--- config.mk ---
export PLATFORM = sky130hd
export DESIGN_NAME = fib_stack_engine
export DESIGN_NICKNAME = d
export VERILOG_FILES = /design/src/rtl/fib_stack_engine.sv
export SDC_FILE = /design/constraint.sdc
export NUM_CORES = 1
export LEC_CHECK = 0
export ABC_AREA = 1
export CELL_PAD_IN_SITES_DETAIL_PLACEMENT = 1
export CELL_PAD_IN_SITES_GLOBAL_PLACEMENT = 1
export CORE_MARGIN = 2
export CORE_UTILIZATION = 47
export CTS_BUF_LIST = sky130_fd_sc_hd__clkbuf_16
export DETAILED_ROUTE_END_ITERATION = 8
export PLACE_DENSITY_LB_ADDON = 0.1
export REMOVE_ABC_BUFFERS = 1
export SYNTH_ARGS = -nofsm -noshare
export SYNTH_HDL_FRONTEND = slang
export SYNTH_SLANG_ARGS = --single-unit
export TNS_END_PERCENT = 30
--- constraint.sdc ---
create_clock -name clk -period 4.6 [get_ports clk]
set_clock_uncertainty 0.1 [all_clocks]
set_input_delay 0.92 -clock clk [delete_from_list [all_inputs] [get_ports clk]]
set_output_delay 0.92 -clock clk [all_outputs]
set_load 0.02 [all_outputs]
--- src/rtl/fib_stack_engine.sv ---
// ============================================================================
// fib_stack_engine : stack-driven Fibonacci/Lucas engine with start/done
// handshake, saturating result and stack-overflow abort.
// Optional: FIB_CYCLE_COUNT_EN adds a 16-bit run-length output `cycles`.
// Revision: 1.0
// ============================================================================
`default_nettype none

module fib_stack_engine #(
  parameter int WORDSIZE = 10,
  parameter int NWIDTH   = 5,
  parameter int DEPTH    = 16
) (
  input  logic                clk,
  input  logic                rst,
  input  logic                start,
  input  logic [NWIDTH-1:0]   n_in,
  input  logic                mode,
  output logic                busy,
  output logic                done,
  output logic [WORDSIZE-1:0] result,
  output logic                overflow,
  output logic                stack_err
`ifdef FIB_CYCLE_COUNT_EN
  ,
  output logic [15:0]         cycles
`endif
);

  localparam int SPW  = $clog2(DEPTH + 1);
  localparam int IDXW = (DEPTH > 1) ? $clog2(DEPTH) : 1;
  localparam logic [WORDSIZE:0] ACC_MAX = {1'b0, {WORDSIZE{1'b1}}};
  localparam logic [WORDSIZE:0] ACC_ONE = 1;
  localparam logic [WORDSIZE:0] ACC_TWO = 2;
  localparam logic [SPW-1:0]    SP_ONE  = 1;
  localparam logic [SPW-1:0]    SP_FULL = DEPTH[SPW-1:0];

  typedef enum logic [0:0] {
    S_IDLE = 1'b0,
    S_RUN  = 1'b1
  } state_t;

  state_t              state_q, state_d;
  logic [SPW-1:0]      sp_q, sp_d;
  logic [WORDSIZE:0]   acc_q, acc_d;
  logic                mode_q, mode_d;
  logic                done_q, done_d;
  logic [WORDSIZE-1:0] result_q, result_d;
  logic                ovf_q, ovf_d;
  logic                serr_q, serr_d;
  logic [15:0]         cyc_q, cyc_d;
  logic [NWIDTH-1:0]   stack_q [DEPTH];

  logic                w_accept;
  logic                w_push;
  logic [SPW-1:0]      w_sp_m1;
  logic [IDXW-1:0]     w_top_idx;
  logic [IDXW-1:0]     w_push_idx;
  logic [NWIDTH-1:0]   w_k;
  logic                w_k_ge2;
  logic [WORDSIZE:0]   w_leaf;
  logic [WORDSIZE:0]   w_sum;

  assign w_sp_m1    = sp_q - SP_ONE;
  assign w_top_idx  = w_sp_m1[IDXW-1:0];
  assign w_push_idx = sp_q[IDXW-1:0];
  assign w_k        = stack_q[w_top_idx];
  assign w_k_ge2    = (w_k[NWIDTH-1:1] != '0);
  assign w_leaf     = w_k[0] ? ACC_ONE : (mode_q ? ACC_TWO : '0);
  assign w_sum      = acc_q + w_leaf;

  always_comb begin
    state_d  = state_q;
    sp_d     = sp_q;
    acc_d    = acc_q;
    mode_d   = mode_q;
    done_d   = 1'b0;
    result_d = result_q;
    ovf_d    = ovf_q;
    serr_d   = serr_q;
    cyc_d    = cyc_q;
    w_accept = 1'b0;
    w_push   = 1'b0;
    case (state_q)
      S_IDLE: begin
        if (start) begin
          w_accept = 1'b1;
          state_d  = S_RUN;
          sp_d     = SP_ONE;
          acc_d    = '0;
          mode_d   = mode;
          result_d = '0;
          ovf_d    = 1'b0;
          serr_d   = 1'b0;
          cyc_d    = '0;
        end
      end
      S_RUN: begin
        if (cyc_q != 16'hFFFF) cyc_d = cyc_q + 16'd1;
        if (w_k_ge2) begin
          // Pop k and push k-1, k-2: occupancy grows by one, so a full stack aborts.
          if (sp_q == SP_FULL) begin
            serr_d   = 1'b1;
            result_d = '0;
            done_d   = 1'b1;
            sp_d     = '0;
            state_d  = S_IDLE;
          end else begin
            w_push = 1'b1;
            sp_d   = sp_q + SP_ONE;
          end
        end else begin
          if (w_sum > ACC_MAX) begin
            acc_d = ACC_MAX;
            ovf_d = 1'b1;
          end else begin
            acc_d = w_sum;
          end
          sp_d = w_sp_m1;
          if (sp_q == SP_ONE) begin
            result_d = acc_d[WORDSIZE-1:0];
            done_d   = 1'b1;
            state_d  = S_IDLE;
          end
        end
      end
      default: state_d = S_IDLE;
    endcase
  end

  always_ff @(posedge clk or negedge rst) begin
    if (!rst) begin
      state_q  <= S_IDLE;
      sp_q     <= '0;
      acc_q    <= '0;
      mode_q   <= 1'b0;
      done_q   <= 1'b0;
      result_q <= '0;
      ovf_q    <= 1'b0;
      serr_q   <= 1'b0;
      cyc_q    <= '0;
    end else begin
      state_q  <= state_d;
      sp_q     <= sp_d;
      acc_q    <= acc_d;
      mode_q   <= mode_d;
      done_q   <= done_d;
      result_q <= result_d;
      ovf_q    <= ovf_d;
      serr_q   <= serr_d;
      cyc_q    <= cyc_d;
    end
  end

  // Stack storage needs no reset: the pointer defines which entries are live.
  always_ff @(posedge clk) begin
    if (w_accept) begin
      stack_q[0] <= n_in;
    end else if (w_push) begin
      stack_q[w_top_idx]  <= w_k - NWIDTH'(1);
      stack_q[w_push_idx] <= w_k - NWIDTH'(2);
    end
  end

  assign busy      = (state_q == S_RUN);
  assign done      = done_q;
  assign result    = result_q;
  assign overflow  = ovf_q;
  assign stack_err = serr_q;

`ifdef FIB_CYCLE_COUNT_EN
  assign cycles = cyc_q;
`else
  logic w_cyc_unused;
  assign w_cyc_unused = ^cyc_q;
`endif

endmodule

`default_nettype wire

==> impl_metrics.json, run 1 <==
{
  "cp-startpoint": "sp_q[1]$_DFFE_PN0P_",
  "utilization": 0.524,
  "cap_violations": 0,
  "ys_warn_count": 0,
  "avgSynthCellArea_sq_um": 7.89,
  "route.detailed.drc": 0,
  "instances_no_fill": 1039,
  "postRouteAntennaNets": 0,
  "diodes": 0,
  "antenna_found_initial": 0,
  "clock.fmax_mhz": 235,
  "grt-busiest-layer": "met2",
  "grt_use_met2": 0.493,
  "first_global_vias": 6245,
  "whs_endpoint": "result[9]$_DFFE_PN0P_",
  "synthCells": 848,
  "drive_gt1_frac": 0.0920,
  "cts.path.max_buffers": 2,
  "dp_hpwl_microns": 14900,
  "numPortBuffers": 22,
  "cts_tree": "done",
  "rrSetupSlack_ns": 0.35,
  "cts_setup_buffers": 0,
  "syn_to_final_growth_pct": 8.60,
  "path_clk_slew_ns": 0.07,
  "synth_commonest_cells": "nand2_1 (270), nor2_1 (86), nand3_1 (85)",
  "first_iter_violations": 464,
  "clock-sinks": 111,
  "synth.area.top_cells": "edfxtp_1 (36%), nand2_1 (15%), dfrtp_1 (12%)",
  "num_rows": 43,
  "crit_type": "reg2reg",
  "start_util": 0.482,
  "io_pins": 23,
  "drtPass1Iterations": 5,
  "root_buffer": "clkbuf_16",
  "ys_types": 36,
  "core_area_sq_um": 13900,
  "fillCellCount": 1743,
  "die-area_sq_um": 15200,
  "yosys_register_bits": 111,
  "use_met1": 0.384,
  "worstReg2RegStart": "sp_q[1]$_DFFE_PN0P_",
  "synth.most_common_cell": "nand2_1",
  "async_flop_share": 0.279,
  "synth_top_cell_by_area": "edfxtp_1",
  "cts_buffers": 9,
  "ys_seq_area_frac": 0.475,
  "placed_cells": 1023,
  "wl_per_cell_microns": 20.6,
  "synthFlopType": "edfxtp_1",
  "routed_wl_microns": 21400,
  "hold_path.class": "reg2reg",
  "die_w_microns": 123,
  "startpoint_type": "flop",
  "gp_congestion": 0.906,
  "cp_max_fo": 19,
  "nNetsFinal": 873,
  "vias_per_cell": 5.70,
  "htree_levels": 3,
  "min_period_ns": 4.25,
  "timing.final.crit_share": 0.924,
  "synth_edf_count": 80,
  "hold_depth": 2,
  "clk_latency_ns": 0.37,
  "globalRouteOverflowTotal": 0,
  "cp-end-kind": "flop",
  "min_from": "result[9]$_DFFE_PN0P_",
  "synth_top_area_share": 0.359,
  "worst_pin_slew_ns": 0.966,
  "synth_area_sq_um": 6690,
  "drv_slew": 0,
  "reg2reg_to": "result[5]$_DFFE_PN0P_",
  "outcome": "completed",
  "hold_violations": 0,
  "maxSlewHeadroom": 0.355,
  "vias": 5926,
  "use_met3": 0.0618,
  "grt_max_degree": 48,
  "die_y_microns": 123,
  "rsz0062_at_grt": "false",
  "finalSetupViolCount": 0,
  "grt_use_total": 0.299,
  "cp_data_required_time_ns": 4.80,
  "crit_arrival_ns": 4.45,
  "reg2regPathDepth": 20,
  "grt_pass1_wl_microns": 33800
}
[critical path, stage by stage, from the launching register on]
cell and delay [ns]:
dfrtp_1 0.42, inv_1 0.19, ha_1 0.35, inv_2 0.41, nor2_1 0.09, o21ai_0 0.18
nand3_1 0.15, nand3_1 0.14, nand2_1 0.17, ha_1 0.26, fa_1 0.40, nand3_1 0.11
nor2_1 0.07, nand4_1 0.11, xor2_2 0.44, inv_1 0.12, nand2_1 0.09, inv_1 0.06
nor2_1 0.11, nand4_1 0.10, nand2_1 0.09
[metal layers]
layer	wire, microns	vias up	share of wire
met1	9120	2926	0.43
met4	541	0	0.025
met5	0	-	0
met3	1260	44	0.059
li1	-	2768	-
met2	10500	188	0.49
[per-stage QoR]
step | setup WS (ns) | TNS (ns) | instance area, sq um | hold slack [ns]
after detailed placement | 0.192 | 0 | 6980 | 0.373
final | 0.352 | 0 | 7270 | 0.389
after global routing | 0.00363 | 0 | 7270 | 0.419
after CTS | 0.146 | 0 | 7260 | 0.396
after floorplan | -0.317 | -4.13 | 6460 | 0.370
after global placement | 0.446 | 0 | 6980 | 0.365
[state kept, by name, summed over array words and instances (netlist names)]
register	flops
mode_q	1
overflow	1
busy	1
stack_q	80
done	1
result	10
sp_q	5
stack_err	1
acc_q	11
[cell usage in the layout, fill, tap and decap left out, drive strengths merged, types with 2 or more instances in the layout]
cell type	n
nand3	91
buf	10
ha	9
xor2	10
a21oi	6
clkbuf	9
o211ai	6
nor3	2
o22ai	8
nor2	91
edfxtp	80
dfrtp	31
o221ai	2
clkinv	3
clkdlybuf4s50	22
nand4	12
o21ai	76
inv	91
nand2	294
[logic make-up after synthesis]
| logic type | after synthesis | share of synthesized area |
|---|---|---|
| flops | 111 | 0.475 |
| xor+xnor | 11 | 0.0155 |
| buf+inv | 126 | 0.0856 |
| compound gates | 100 | 0.0810 |
| simple gates | 490 | 0.323 |
| fa+ha+maj | 10 | 0.0198 |
[worst max path at each step]
stage,endpoint,cells past startpoint
after floorplan,result[5]$_DFFE_PN0P_,20
after global placement,result[9]$_DFFE_PN0P_,20
after detailed placement,result[5]$_DFFE_PN0P_,20
after CTS,result[5]$_DFFE_PN0P_,20
after global routing,result[5]$_DFFE_PN0P_,20
final,result[5]$_DFFE_PN0P_,20
[timing repair]
item,CTS,global route
hold endpoints to repair,0,0
gates resized for setup,0,1
hold buffers,0,0
setup endpoints to repair,0,17
[layout make-up]
class | count | area (sq um) | share of cell area
Clock inverter | 7 | 57.6 | 0.00792
Clock buffer | 9 | 225 | 0.0310
Timing Repair Buffer | 32 | 295 | 0.0406
Tap cell | 180 | 225 | 0.0310
Multi-Input combinational cell | 611 | 2950 | 0.406
Inverter | 89 | 338 | 0.0465
Sequential cell | 111 | 3180 | 0.437
Power of run 1 is not shown: default switching activity piles up to over one toggle a cycle in this logic, so the estimate is an artifact.
==> run 2, diff against run 1 <==
Settings changed: CAP_MARGIN set to 10.
==> results of run 2 <==
Same layout as run 1: the final DEF is identical, and so are final timing and power.
Power of run 2 is left out for the same reason.
